--- src/rtl/store_buffer.sv ---
// store_buffer: posted-write FIFO between the MEM stage and data_ram.
// Loads own the RAM port combinationally; queued stores drain whenever the
// port is free. A load that matches a pending word, or a store that finds
// the buffer full with nothing draining, raises stallreq_o.
module store_buffer #(
   parameter int DEPTH = 4,
   parameter int PTR_W = 2
) (
   input  logic        clk,
   input  logic        rst,
   input  logic        mem_ce_i,
   input  logic        mem_we_i,
   input  logic [31:0] mem_addr_i,
   input  logic [3:0]  mem_sel_i,
   input  logic [31:0] mem_data_i,
   output logic [31:0] mem_data_o,
   output logic        stallreq_o,
   output logic        buf_empty_o,
   output logic        ram_ce_o,
   output logic        ram_we_o,
   output logic [31:0] ram_addr_o,
   output logic [3:0]  ram_sel_o,
   output logic [31:0] ram_data_o,
   input  logic [31:0] ram_data_i
);

   localparam logic [PTR_W:0] FULL_CNT = (PTR_W+1)'(DEPTH);

   logic [29:0]      ent_addr [DEPTH];
   logic [3:0]       ent_sel  [DEPTH];
   logic [31:0]      ent_data [DEPTH];

   logic [PTR_W-1:0] head;
   logic [PTR_W-1:0] tail;
   logic [PTR_W:0]   count;

   logic             load;
   logic             store;
   logic             hit;
   logic             load_go;
   logic             drain;
   logic             accept;
   logic [DEPTH-1:0] slot_match;

   // A slot is live when its distance from head is below count; compare its word address
   always_comb begin
      logic [PTR_W-1:0] offs;
      offs       = '0;
      slot_match = '0;
      for (int s = 0; s < DEPTH; s++) begin
         offs          = PTR_W'(s) - head;
         slot_match[s] = ({1'b0, offs} < count) && (ent_addr[s] == mem_addr_i[31:2]);
      end
   end

   // Port arbitration: an un-hit load wins, otherwise the head entry drains
   always_comb begin
      load    = mem_ce_i & ~mem_we_i;
      store   = mem_ce_i & mem_we_i;
      hit     = load & (|slot_match);
      load_go = load & ~hit;
      drain   = (count != '0) & ~load_go;
      accept  = store & ((count != FULL_CNT) | drain);
   end

   // Output mux; everything is forced quiet while reset is held
   always_comb begin
      mem_data_o  = '0;
      stallreq_o  = 1'b0;
      ram_ce_o    = 1'b0;
      ram_we_o    = 1'b0;
      ram_addr_o  = '0;
      ram_sel_o   = '0;
      ram_data_o  = '0;
      buf_empty_o = (count == '0);
      if (!rst) begin
         stallreq_o = hit | (store & ~accept);
         if (load_go) begin
            ram_ce_o   = 1'b1;
            ram_addr_o = mem_addr_i;
            mem_data_o = ram_data_i;
         end else if (drain) begin
            ram_ce_o   = 1'b1;
            ram_we_o   = 1'b1;
            ram_addr_o = {ent_addr[head], 2'b00};
            ram_sel_o  = ent_sel[head];
            ram_data_o = ent_data[head];
         end
      end else begin
         buf_empty_o = 1'b1;
      end
   end

   // Pointer and occupancy bookkeeping
   always_ff @(posedge clk or posedge rst) begin
      if (rst) begin
         head  <= '0;
         tail  <= '0;
         count <= '0;
      end else begin
         if (drain) head <= head + 1'b1;
         if (accept) tail <= tail + 1'b1;
         if (accept && !drain) count <= count + 1'b1;
         else if (drain && !accept) count <= count - 1'b1;
      end
   end

   // Entry storage; contents are meaningless outside the live window so no reset
   always_ff @(posedge clk) begin
      if (accept) begin
         ent_addr[tail] <= mem_addr_i[31:2];
         ent_sel[tail]  <= mem_sel_i;
         ent_data[tail] <= mem_data_i;
      end
   end

endmodule

--- config.mk ---
export PLATFORM = sky130hd
export DESIGN_NAME = store_buffer
export DESIGN_NICKNAME = d
export VERILOG_FILES = /design/src/rtl/store_buffer.sv
export SDC_FILE = /design/constraint.sdc
export NUM_CORES = 1
export LEC_CHECK = 0
export CAP_MARGIN = 10
export CORE_AREA = 2 2 182 184
export DETAILED_ROUTE_END_ITERATION = 12
export DIE_AREA = 0 0 184 186
export GPL_TIMING_DRIVEN = 0
export PLACE_DENSITY = 0.63
export SLEW_MARGIN = 20
export SYNTH_ARGS = -nofsm -noshare
export SYNTH_HDL_FRONTEND = slang
export SYNTH_SLANG_ARGS = --single-unit
export TNS_END_PERCENT = 100
--- constraint.sdc ---
create_clock -name clk -period 5.3 [get_ports clk]
set_input_delay 1.325 -clock clk [delete_from_list [all_inputs] [get_ports clk]]
set_output_delay 1.325 -clock clk [all_outputs]
set_load 0.05 [all_outputs]
==> results of run 1 <==
## critical path, delay by kind of cell
kind            cells  cell delay [ps]
simple gates        3              680
xor+xnor            1              150
buf+inv             5             1020
compound gates      2              750
## placed cells by master (no fill, tap or decap), types with 14 or more instances in the layout
cell and count:
edfxtp_1 264, xor2_1 79, buf_4 78, clkdlybuf4s50_1 74, mux4_2 66, buf_6 55
and2_1 34, nand2_1 32, a21oi_1 32, clkbuf_1 31, clkbuf_16 31, a41o_1 30
xor2_2 28, nor3b_1 27, dlygate4sd2_1 22, xnor2_1 16, inv_1 16, nor4_2 14
## worst min path at each step
| stage | startpoint | to | slack (ps) | cells past startpoint |
|---|---|---|---|---|
| after CTS | tail[0]$_DFFE_PP0P_ | tail[0]$_DFFE_PP0P_ | 540 | 1 |
| final | tail[0]$_DFFE_PP0P_ | tail[0]$_DFFE_PP0P_ | 540 | 1 |
| after global placement | tail[0]$_DFFE_PP0P_ | tail[0]$_DFFE_PP0P_ | 520 | 1 |
| after floorplan | tail[0]$_DFFE_PP0P_ | tail[0]$_DFFE_PP0P_ | 500 | 1 |
| after global routing | tail[0]$_DFFE_PP0P_ | tail[0]$_DFFE_PP0P_ | 580 | 1 |
| after detailed placement | tail[0]$_DFFE_PP0P_ | tail[0]$_DFFE_PP0P_ | 530 | 1 |
## cell families (layout without fill, tap and decap cells)
| group | Yosys count | count (layout) | synth area share [%] |
|---|---|---|---|
| other cells | 0 | 2 | 0 |
| xor+xnor | 127 | 127 | 8.70 |
| simple gates | 150 | 150 | 7.00 |
| fa+ha+maj | 10 | 10 | 1.04 |
| compound gates | 75 | 75 | 4.65 |
| mux | 67 | 67 | 11.7 |
| flops | 271 | 271 | 63.4 |
| buf+inv | 93 | 360 | 3.49 |
## flip-flops by register name, summed over array words and instances, names as in the netlist
register and cells:
ent_addr 120, ent_sel 16, tail 2, count 3, ent_data 128, head 2
## cell type report
type / count / share of cell area (%)
buffer: 77 / 3.15
antenna: 2 / 0.0293
multi-input combinational: 429 / 28.1
clock buffer: 36 / 4.66
clock inverter: 15 / 1.03
sequential: 271 / 47.5
timing repair buffer: 216 / 12.2
tap: 408 / 2.99
inverter: 16 / 0.352
## where the power goes
| part | internal (mW) | switching, mW |
|---|---|---|
| Clock | 1.25 | 0.820 |
| Sequential | 2.60 | 0.0949 |
| Combinational | 1.16 | 1.68 |
## timing repair
action	in CTS	in global routing
pin swaps	24	6
setup buffers	2	0
gates cloned	1	2
gates resized for setup	765	89
setup endpoints to repair	103	103
## metal layers
layer  track usage (%)  part of all wire, %
met1              27.1                   42
met2              33.8                   47
met3              4.73                  7.9
met4              5.47                  2.8
met5                 0                 0.10
==> impl_metrics.py, run 1 <==
metrics = {
    "floorplan": {
        "dieWidth_um": 184,
        "die_height_um": 186,
        "std_cell_rows": 66,
        "io_pins": 208,
        "core-area_sq_um": 32200,
        "dieArea_sq_um": 34200,
        "initial_core_util_pct": 39.7,
    },
    "worst_setup_path": {
        "crit_path_start": "mem_addr_i[21]",
        "endpoint": "ram_addr_o[27]",
        "end_kind": "output pin",
        "cpPeakStageDelay_ps": 450,
        "critPathSlowestCell": "a2111oi_4",
        "cp.required_ps": 3970,
        "crit_chain": "dlygate4sd2_1 -> buf_4 -> xor2_1 -> nor4_2 -> nand3_1 -> a2111oi_4 -> nor4_4 -> buf_6 -> buf_4 -> a41o_1 -> buf_6",
        "reg2reg_to": "count[2]$_DFFE_PP0P_",
        "reg2reg_depth": 18,
        "r2r_slack_ps": 1470,
        "critPathKind": "input pin to output pin",
        "r2r-start": "head[0]$_DFFE_PP0N_",
        "critPathLaunchType": "input pin",
        "crit_arrival_ps": 3960,
        "worstPathMaxFanout": 10,
    },
    "logic_synthesis": {
        "yosysTopAreaCellShare_pct": 62.0,
        "synth_fp_nets": 907,
        "yosysTopAreaCell": "edfxtp_1",
        "synth_common_cells": "264 x edfxtp_1, 110 x xor2_1, 66 x mux4_2",
        "synth-async-reset-ratio_pct": 2.58,
        "syn_area_sq_um": 12800,
        "synth_edf_count": 264,
        "yosysMostFrequentCell": "edfxtp_1",
        "ys.warnings.count": 0,
        "netlist_instances": 793,
        "ys_types": 35,
        "syn_area_per_cell_sq_um": 16.1,
        "ys_top_cells_by_area": "edfxtp_1 62%, mux4_2 12%, xor2_1 7.5%",
        "ys_seq_area_share_pct": 63.4,
        "synthFlopType": "edfxtp_1",
        "ys_ff_latch": 271,
    },
    "power": {
        "p_leak_nw": 6.15,
        "total_power_mw": 7.61,
        "irDropWorstVdd_mv": 0.297,
        "power_density_nw_per_um2": 446,
    },
    "drt": {
        "num_vias": 8015,
        "drcViolationCount": 0,
        "first_pass_iters": 6,
        "initialDrtViolationCount": 615,
        "wl_per_cell_um": 23.9,
        "vias_per_cell": 5.45,
        "ant_nets": 0,
        "drt-total-wl_um": 35200,
    },
    "timing": {
        "fmax_mhz": 189,
        "slew-limit-headroom_pct": 37.5,
        "fin_crit_sh_pct": 99.7,
        "worst_pin_slew_ps": 937,
        "clock_skew_ps": 20.9,
        "fin_hold_ws_ps": 541,
        "rsz0062_at_grt": "true",
        "drv_slew": 0,
        "fin_setup_tns_ps": 0,
        "hold_violations": 0,
        "finalSetupViolCount": 0,
        "setup_ws_ps": 17.7,
        "fin_crit_ps": 5280,
    },
    "placement": {
        "dp.cells": 1412,
        "dp_slack_ps": -1250,
        "io_buffers": 207,
        "place_area_sq_um": 15500,
        "globalplace.congestion": 0.866,
        "dp_hpwl_um": 23500,
    },
    "final_layout": {
        "regArea_sq_um": 8100,
        "nFillCells": 2671,
        "fin_area_sq_um": 17100,
        "syn2layout_area_growth_pct": 33.5,
        "utilization_pct": 53.0,
        "drive_above_1_share_pct": 32.5,
        "fin_nets": 1155,
        "final_cells": 1470,
        "multi_input_area_sq_um": 4790,
    },
    "clocking": {
        "clock-root-buffer": "clkbuf_16",
        "tritoncts": "yes",
        "clkLatencyLatePin_ps": 560,
        "cts_buffers": 30,
        "cts.clk_slew.worst_paths_ps": 60,
        "ctsHoldBuffers": 0,
        "htreeDepth": 1,
        "clockBufferDepth": 3,
        "cts_sinks": 271,
    },
    "global_routing": {
        "grt_max_degree": 44,
        "overflow": 0,
        "grt_first_pass_wirelength_um": 51200,
        "grt_pass1_vias": 8231,
        "antenna_found_initial": 6,
        "grt_use_total_pct": 20.4,
    },
    "outcome": {
        "status": "completed",
    },
    "hold_path": {
        "min_path_type": "flip-flop to flip-flop",
    },
    "flow_run": {
        "drv_cap": 0,
    },
}
Note: power is estimated with default switching activity, not from simulation.
==> run 2, diff against run 1 <==
--- a/config.mk
+++ b/config.mk
@@ -5,8 +5,10 @@
 export SDC_FILE = /design/constraint.sdc
 export NUM_CORES = 1
 export LEC_CHECK = 0
+export ABC_AREA = 0
 export CAP_MARGIN = 10
 export CORE_AREA = 2 2 182 184
+export CTS_CLUSTER_SIZE = 40
 export DETAILED_ROUTE_END_ITERATION = 12
 export DIE_AREA = 0 0 184 186
 export GPL_TIMING_DRIVEN = 0
==> results of run 2 <==
No change in the layout: final DEF, timing and power equal those of run 1.
==> run 3, diff against run 2 <==
--- a/config.mk
+++ b/config.mk
@@ -6,14 +6,13 @@
 export NUM_CORES = 1
 export LEC_CHECK = 0
 export ABC_AREA = 0
-export CAP_MARGIN = 10
 export CORE_AREA = 2 2 182 184
 export CTS_CLUSTER_SIZE = 40
 export DETAILED_ROUTE_END_ITERATION = 12
 export DIE_AREA = 0 0 184 186
 export GPL_TIMING_DRIVEN = 0
 export PLACE_DENSITY = 0.63
-export SLEW_MARGIN = 20
+export SLEW_MARGIN = 10
 export SYNTH_ARGS = -nofsm -noshare
 export SYNTH_HDL_FRONTEND = slang
 export SYNTH_SLANG_ARGS = --single-unit
==> run 3 against run 2 <==
Sequential power about the same. Clock power decreased by 4%. Cell area shrank 2.3%. Clock skew decreased by 11 ps. Critical endpoint is now ram_addr_o[2]. Largest cell class unchanged. Largest power group unchanged. Highest routed layer unchanged.
==> impl_metrics.py, run 3 (synthesis gave the netlist of run 1 again) <==
metrics = {
    "outcome": {
        "status": "completed",
    },
    "floorplan": {
        "initial_core_util_pct": 39.7,
        "dieWidth_um": 184,
        "std_cell_rows": 66,
        "io_pins": 208,
        "dieArea_sq_um": 34200,
        "core-area_sq_um": 32200,
        "die_height_um": 186,
    },
    "drt": {
        "num_vias": 7920,
        "ant_nets": 0,
        "wl_per_cell_um": 23.7,
        "drt-total-wl_um": 34700,
        "initialDrtViolationCount": 657,
        "drcViolationCount": 0,
        "vias_per_cell": 5.41,
        "first_pass_iters": 5,
    },
    "timing": {
        "fmax_mhz": 191,
        "worst_pin_slew_ps": 909,
        "hold_violations": 0,
        "clock_skew_ps": 9.58,
        "finalSetupViolCount": 0,
        "fin_setup_tns_ps": 0,
        "slew-limit-headroom_pct": 39.4,
        "fin_crit_ps": 5220,
        "drv_slew": 0,
        "fin_crit_sh_pct": 98.6,
        "rsz0062_at_grt": "false",
    },
    "hold_path": {
        "hold_end": "tail[0]$_DFFE_PP0P_",
        "min_path_type": "flip-flop to flip-flop",
        "hp-start": "tail[0]$_DFFE_PP0P_",
        "min_path_cells": 1,
    },
    "worst_setup_path": {
        "crit_top_cell": "buf_6",
        "crit_family": "buffers and inverters",
        "cpPeakStageDelay_ps": 380,
        "end_kind": "output pin",
        "r2r_slack_ps": 1310,
        "critPathKind": "input pin to output pin",
        "crit_path_start": "mem_addr_i[11]",
        "crit_arrival_ps": 3900,
        "reg2reg_to": "count[2]$_DFFE_PP0P_",
        "cp_num_buf_inv": 6,
        "r2r-start": "head[1]$_DFFE_PP0N_",
        "crit_chain": "clkdlybuf4s15_2 -> buf_6 -> xor2_1 -> nor4_2 -> nand4_1 -> a2111oi_4 -> nor4_4 -> buf_6 -> buf_6 -> buf_8 -> a21oi_1 -> a41o_1 -> buf_4",
        "worstPathMaxFanout": 10,
        "critPathSlowestCell": "nor4_2",
        "cp.required_ps": 3970,
        "reg2reg_depth": 19,
        "critPathLaunchType": "input pin",
    },
    "clocking": {
        "htreeDepth": 1,
        "clockBufferDepth": 3,
        "cts_sinks": 271,
        "clkLatencyLatePin_ps": 540,
        "cts.clk_slew.worst_paths_ps": 60,
        "clock-root-buffer": "clkbuf_16",
        "tritoncts": "yes",
        "ctsHoldBuffers": 0,
        "cts_buffers": 29,
    },
    "placement": {
        "place_area_sq_um": 15500,
        "globalplace.congestion": 0.866,
        "io_buffers": 207,
        "dp_hpwl_um": 23600,
    },
    "global_routing": {
        "grt_pass1_vias": 8199,
        "antenna_found_initial": 5,
        "grt_first_pass_wirelength_um": 51200,
        "overflow": 0,
        "grt_max_degree": 49,
        "grt_use_total_pct": 20.4,
    },
    "final_layout": {
        "multi_input_area_sq_um": 4680,
        "final_common_cell": "edfxtp_1",
        "regArea_sq_um": 8100,
        "nFillCells": 2760,
        "final_cell_mix": "264 x edfxtp_1, 92 x xor2_1, 74 x clkdlybuf4s50_1",
        "syn2layout_area_growth_pct": 30.5,
        "utilization_pct": 51.8,
        "fin_nets": 1146,
        "largest_register": "ent_data",
        "largest_reg_flops": 128,
        "fin_area_sq_um": 16700,
        "largestRegisters": "ent_data x128, ent_addr x120, ent_sel x16",
        "drive_above_1_share_pct": 33.4,
    },
    "power": {
        "power_density_nw_per_um2": 447,
        "p_leak_nw": 6.00,
        "irDropWorstVdd_mv": 0.254,
    },
    "flow_run": {
        "drv_cap": 0,
    },
}
[run 3: cell types whose count changed in the layout (fill, tap and decap cells not counted), moves of 8 or more]
cell	change
a21oi_1	-8
buf_2	+30
xor2_1	+13
buf_4	-23
clkbuf_2	+19
dlygate4sd2_1	-20
xor2_2	-11
a21oi_2	+8
buf_6	-16
[run 3: worst register-to-register path, cell delays in order, from the launching register on]
cell	delay, ps
dfrtp_1	350
clkbuf_1	210
clkbuf_2	400
xnor2_2	210
ha_1	190
inv_1	40
o2111ai_1	260
a2111oi_4	100
nor4_4	420
buf_6	200
buf_6	160
buf_4	130
a21oi_1	90
inv_1	80
ha_1	180
inv_1	60
fa_1	370
xor2_1	170
nor2_1	110
xor2_1	180
[run 3: worst max path at each step]
stage               depth (start not counted)  slack, ps              to
global placement                           11      -1270  ram_data_o[29]
CTS                                        13          3   ram_addr_o[6]
floorplan                                  13         20  mem_data_o[10]
global route                               13          1  ram_addr_o[14]
finish                                     13         80   ram_addr_o[2]
detailed placement                         11      -1240  ram_data_o[29]
[run 3: timing repair]
action	CTS	global route
pin swaps	27	27
setup buffers	4	1
gates resized for setup	747	89
gates cloned	0	0
endpoints found under the setup margin	103	103
[run 3: stage by stage]
step	power (mW)	setup slack (ps)	hold slack (ps)	instances
finish	7.46	75.7	537	1464
global route	7.79	1.30	584	1462
CTS	7.51	3.30	537	1469
detailed placement	5.48	-1240	524	1412
global placement	5.45	-1270	522	1408
floorplan	4.60	18.3	497	793
[run 3: metal layers]
metal | GRT usage (%) | up-vias | routed length (um)
li1 | - | 3534 | -
met5 | 0 | - | 37
met3 | 4.52 | 64 | 2590
met2 | 34.0 | 313 | 16600
met4 | 6.02 | 6 | 1020
met1 | 27.0 | 4003 | 14500
[run 3: cell type report]
cell class                 count  share of cell area [%]
tap                          408                    3.06
inverter                      16                   0.360
clock inverter                18                    1.10
multi-input combinational    429                    28.0
buffer                        69                    2.94
clock buffer                  35                    4.49
antenna                        2                  0.0300
sequential                   271                    48.6
timing repair buffer         216                    11.4
[run 3: power breakdown]
part	total, mW	switching [mW]	internal (mW)
combinational	2.77	1.67	1.10
clock	1.99	0.803	1.19
sequential	2.69	0.0925	2.60
